--- src/rtl/proc_pkg.sv ---
// Shared definitions for the instruction fetch controller: state encoding and field widths.
package proc_pkg;

  localparam int OPCODE_W = 6;
  localparam int INSTR_W  = 16;

  localparam logic [OPCODE_W-1:0] HALT_OP_DEF = 6'h3F;

  typedef enum logic [2:0] {
    S_IDLE    = 3'd0,
    S_FETCH   = 3'd1,
    S_DECODE  = 3'd2,
    S_EXEC    = 3'd3,
    S_WAIT_EX = 3'd4,
    S_HALT    = 3'd5,
    S_ERR     = 3'd6
  } state_t;

endpackage

--- src/rtl/fetch_timer.sv ---
// Counts consecutive FETCH cycles without an acknowledge; flags the cycle the limit is reached.
module fetch_timer #(
  parameter int unsigned LIMIT = 15
) (
  input  logic clk,
  input  logic rst,
  input  logic count_i,
  output logic expired_o
);

  localparam int unsigned CW = $clog2(LIMIT + 1);

  logic [CW-1:0] cnt_q;

  // Any cycle that is not a waiting FETCH cycle restarts the run of misses.
  always_ff @(posedge clk or posedge rst) begin
    if (rst) begin
      cnt_q <= '0;
    end else if (count_i) begin
      cnt_q <= cnt_q + 1'b1;
    end else begin
      cnt_q <= '0;
    end
  end

  assign expired_o = count_i && (cnt_q == CW'(LIMIT - 1));

endmodule

--- src/rtl/fetch_ctrl.sv ---
// Instruction fetch/decode/execute sequencer with retired-instruction counter.
// Optional fetch timeout is built in when FETCH_CTRL_TIMEOUT_EN is defined.
//
// state   | meaning
// IDLE    | waiting for start
// FETCH   | mem_req high until mem_ack
// DECODE  | one cycle, decode_vld high
// EXEC    | one cycle, exec_start high
// WAIT_EX | multi-cycle op, waiting for exec_done
// HALT    | halt opcode seen, terminal until rst
// ERR     | fetch timeout, terminal until rst
module fetch_ctrl import proc_pkg::*; #(
  parameter int unsigned          TIMEOUT_CYC = 15,
  parameter logic [OPCODE_W-1:0]  HALT_OP     = HALT_OP_DEF
) (
  input  logic                clk,
  input  logic                rst,
  input  logic                start,
  input  logic                mem_ack,
  input  logic [INSTR_W-1:0]  mem_rdata,
  input  logic                exec_done,
  output logic                mem_req,
  output logic                ir_en,
  output logic                pc_inc,
  output logic                decode_vld,
  output logic                exec_start,
  output logic [OPCODE_W-1:0] opcode,
  output logic [15:0]         instr_cnt,
  output logic [2:0]          state,
  output logic                halted,
  output logic                timeout_err
);

  state_t              state_q, state_d;
  logic [OPCODE_W-1:0] opcode_q;
  logic [15:0]         instr_cnt_q;
  logic                mem_req_q, decode_vld_q, exec_start_q, halted_q, timeout_err_q;
  logic                fetch_hit, fetch_wait, timeout_hit, retire;

  assign fetch_hit  = (state_q == S_FETCH) && mem_ack;
  assign fetch_wait = (state_q == S_FETCH) && !mem_ack;

`ifdef FETCH_CTRL_TIMEOUT_EN
  fetch_timer #(.LIMIT(TIMEOUT_CYC)) u_fetch_timer (
    .clk       (clk),
    .rst       (rst),
    .count_i   (fetch_wait),
    .expired_o (timeout_hit)
  );
`else
  logic unused_timeout;
  assign unused_timeout = fetch_wait ^ TIMEOUT_CYC[0];
  assign timeout_hit    = 1'b0;
`endif

  logic unused_rdata;
  assign unused_rdata = ^mem_rdata[INSTR_W-OPCODE_W-1:0];

  always_comb begin
    state_d = state_q;
    retire  = 1'b0;
    case (state_q)
      S_IDLE:    if (start) state_d = S_FETCH;
      S_FETCH: begin
        if (mem_ack)          state_d = S_DECODE;
        else if (timeout_hit) state_d = S_ERR;
      end
      S_DECODE:  state_d = (opcode_q == HALT_OP) ? S_HALT : S_EXEC;
      S_EXEC: begin
        if (opcode_q[OPCODE_W-1]) begin
          state_d = S_WAIT_EX;
        end else begin
          state_d = S_FETCH;
          retire  = 1'b1;
        end
      end
      S_WAIT_EX: begin
        if (exec_done) begin
          state_d = S_FETCH;
          retire  = 1'b1;
        end
      end
      S_HALT:    state_d = S_HALT;
      S_ERR:     state_d = S_ERR;
      default:   state_d = S_IDLE;
    endcase
  end

  // Moore outputs are registered from the next state so they line up with state_q.
  always_ff @(posedge clk or posedge rst) begin
    if (rst) begin
      state_q       <= S_IDLE;
      opcode_q      <= '0;
      instr_cnt_q   <= '0;
      mem_req_q     <= 1'b0;
      decode_vld_q  <= 1'b0;
      exec_start_q  <= 1'b0;
      halted_q      <= 1'b0;
      timeout_err_q <= 1'b0;
    end else begin
      state_q      <= state_d;
      mem_req_q    <= (state_d == S_FETCH);
      decode_vld_q <= (state_d == S_DECODE);
      exec_start_q <= (state_d == S_EXEC);
      halted_q     <= (state_d == S_HALT);
      if (fetch_hit)   opcode_q      <= mem_rdata[INSTR_W-1:INSTR_W-OPCODE_W];
      if (retire)      instr_cnt_q   <= instr_cnt_q + 1'b1;
      if (timeout_hit) timeout_err_q <= 1'b1;
    end
  end

  assign ir_en       = fetch_hit;
  assign pc_inc      = fetch_hit;
  assign mem_req     = mem_req_q;
  assign decode_vld  = decode_vld_q;
  assign exec_start  = exec_start_q;
  assign opcode      = opcode_q;
  assign instr_cnt   = instr_cnt_q;
  assign state       = state_q;
  assign halted      = halted_q;
  assign timeout_err = timeout_err_q;

endmodule

--- config.mk ---
export PLATFORM = sky130hd
export DESIGN_NAME = fetch_ctrl
export DESIGN_NICKNAME = d
export VERILOG_FILES = /design/src/rtl/proc_pkg.sv /design/src/rtl/fetch_timer.sv /design/src/rtl/fetch_ctrl.sv
export SDC_FILE = /design/constraint.sdc
export NUM_CORES = 1
export LEC_CHECK = 0
export ABC_CLOCK_PERIOD_IN_PS = 3400
export BUFFER_PORTS_ARGS = -buffer_cell sky130_fd_sc_hd__buf_4
export CORE_UTILIZATION = 45
export CTS_CLUSTER_DIAMETER = 30
export DETAILED_ROUTE_END_ITERATION = 6
export PLACE_DENSITY = 0.75
export SETUP_SLACK_MARGIN = 0.15
export SLEW_MARGIN = 20
export SYNTH_ARGS = -nofsm -noshare
export SYNTH_HDL_FRONTEND = slang
export SYNTH_HIERARCHICAL = 1
export SYNTH_SLANG_ARGS = --single-unit
--- constraint.sdc ---
create_clock -name clk -period 3.4 [get_ports clk]
set_input_delay 0 -clock clk [delete_from_list [all_inputs] [get_ports clk]]
set_output_delay 0 -clock clk [all_outputs]
set_load 0.02 [all_outputs]
==> impl_metrics.py <==
metrics = {
    "outcome": {
        "status": "finished, violations left",
        "failed_checks": "DRC",
    },
    "finish": {
        "utilization_pct": 64.9,
        "fin_nets": 182,
        "final_common_cell": "buf_4",
        "diodes": 0,
        "fillers": 232,
        "regArea_um2": 726,
        "fin_cells": 192,
        "multiInputGateArea_um2": 598,
        "final_cell_mix": "41 x buf_4, 29 x dfrtp_1, 10 x xnor2_1",
        "area_growth_pct": 34.2,
        "drive_gt1_share_pct": 43.5,
    },
    "logic_synthesis": {
        "syn-cell-area_mm2": 0.00136,
        "synth_compound_area_share_pct": 5.71,
        "ys.flop_type": "dfrtp_1",
        "synthMuxAreaShare_pct": 6.08,
        "synth-simple-area-share_pct": 21.4,
        "async_flop_share_pct": 100,
        "syn-num-nets": 130,
        "synthXorXnorAreaFrac_pct": 9.68,
        "ys_warn_count": 6,
        "synth_top_family_by_area": "simple AND/OR/NAND/NOR gates",
        "synth-seq-area-share_pct": 53.5,
        "ys_ff_latch": 29,
        "synth_edf_count": 0,
        "syn_avg_cell_area_um2": 12.6,
        "synth_fa_ha_area_share_pct": 0.922,
        "synthCells": 108,
        "synthDistinctLibCells": 33,
    },
    "power_and_ir_drop": {
        "total_power_mw": 1.41,
        "total_leakage_power_nw": 0.882,
        "p_per_area_mw_per_mm2": 775,
        "ir_drop_mv": 0.421,
    },
    "detailed_routing": {
        "vias_per_cell": 5.31,
        "vias": 1020,
        "dr.first_iter.drc_count": 23,
        "drc": 2,
        "ant_nets": 0,
        "wl_mm": 2.75,
        "drtPass1Iterations": 6,
        "wire_per_inst_um": 14.3,
    },
    "worst_setup_path": {
        "crit_path_start_kind": "flip-flop",
        "cp.arrival_ps": 1720,
        "cp_slowest_cell": "dfrtp_1",
        "path_cells": "nor2b_2 > nor3b_4 > buf_4",
        "slowest_delay_ps": 500,
        "path_max_fanout": 10,
        "endpoint_kind": "primary output",
        "path_class": "reg2out",
        "required_ps": 3400,
    },
    "floorplan": {
        "initial_core_util_pct": 48.4,
        "core_area_mm2": 0.00281,
        "dieArea_mm2": 0.00324,
        "fp-row-count": 19,
        "die_h_um": 56.9,
        "boundaryPins": 53,
        "die_w_um": 56.9,
    },
    "cts": {
        "cts_sinks": 29,
        "htree_levels": 2,
        "cts_tree": "done",
        "clkTransAtPathRegs_ps": 100,
        "post_cts_buffers": 0,
        "insertion_delay_ps": 320,
        "cts.repair.resized": 0,
        "ctsHoldBuffers": 7,
        "root_buffer": "clkbuf_4",
        "cts_made_buffers": 5,
        "clk_path_buf_depth": 2,
    },
    "timing": {
        "fin_skew_ps": 6.40,
        "worstMarginPinSlew_ps": 598,
        "fin_setup_tns_ps": 0,
        "slew_headroom_pct": 60.1,
        "hold_viol": 0,
        "holdWs_ps": 103,
        "period_minus_slack_ps": 1720,
        "setup_violations": 0,
        "drv_slew": 0,
        "max_freq_mhz": 580,
        "period_share_pct": 50.7,
        "rsz0062_at_grt": "false",
    },
    "global_routing": {
        "antenna_found_initial": 0,
        "grt_max_degree": 30,
        "grt_pass1_wl_mm": 4.65,
        "track_usage_pct": 19.2,
        "grt_pass1_vias": 979,
        "gr-total-overflow": 0,
    },
    "place": {
        "portBuffers": 41,
        "gp_congestion": 0.854,
        "dp_cells": 177,
        "hpwl_mm": 1.96,
    },
    "min_path": {
        "hp-class": "in2reg",
    },
    "job": {
        "max_cap_violations": 0,
    },
}
## worst max-delay path, delay by kind of cell, from the launching register on
family	cells	cell delay, ps
buffers and inverters	1	230
AND/OR/NAND/NOR	2	660
flip-flops	1	500
## kinds of logic (layout without fill, tap and decap cells)
kind of cell               after synthesis  in the layout
muxes                                    7              7
other                                    1              1
xor gates and xnor gates                15             15
and+or+nand+nor                         43             43
buffers and inverters                    6             59
AOI/OAI and AO/OA                        6              6
DFF                                     29             29
adders and majority gates                1              1
## routing by layer
metal	share of wire, %	GRT usage [%]
met1	42	24.3
met2	51	30.9
met3	4.9	6.45
met4	1.5	6.27
met5	0	0
## registers in the layout, summed over array words and instances (netlist names)
signal	cells
opcode	6
halted	1
exec_start	1
mem_req	1
decode_vld	1
state	3
instr_cnt	16
## where the power goes
part / total, mW / internal [mW] / switching [mW]
logic: 0.610 / 0.309 / 0.301
clock network: 0.242 / 0.120 / 0.122
registers: 0.561 / 0.442 / 0.119
total: 1.41 / 0.871 / 0.542
## cell type report
type                       count  share of cell area, %
timing repair buffer          48                   20.7
clock inverter                 1                  0.275
sequential                    29                   39.8
tap                           31                   2.13
clock buffer                   7                   3.57
multi-input combinational     73                   32.8
inverter                       3                  0.618
## stage by stage
step / area (um^2) / setup WS (ps)
after global routing: 1820 / 1550
after CTS: 1820 / 1680
after detailed placement: 1680 / 1760
final: 1820 / 1680
after floorplan: 1360 / 1720
after global placement: 1680 / 1800
## final timing paths
check	from	slack (ps)	endpoint	cells past startpoint
worst max-delay path	state[2]$_DFF_PP0_	1680	ir_en	3
worst min-delay path	mem_ack	100	state[0]$_DFF_PP0_	3
worst max register to register	state[2]$_DFF_PP0_	1730	opcode[2]$_DFFE_PP0P_	3
worst min register to register	instr_cnt[15]$_DFFE_PP0P_	470	instr_cnt[15]$_DFFE_PP0P_	1
max in group asynchronous	rst	2710	opcode[4]$_DFFE_PP0P_	3
min in group asynchronous	rst	300	instr_cnt[11]$_DFFE_PP0P_	3
## Yosys cell counts, types with 3 or more instances
cell type / instances / share of area [%]
xnor2_1: 10 / 6.5
nand2_1: 6 / 1.7
mux2_2: 6 / 5.0
buf_4: 3 / 1.7
nor2_1: 6 / 1.7
xor2_1: 5 / 3.2
and3_1: 3 / 1.4
nor3_1: 4 / 1.5
dfrtp_1: 29 / 53
nand4_1: 7 / 3.2
nand3_1: 3 / 1.1
(Power assumes the default switching activity.)
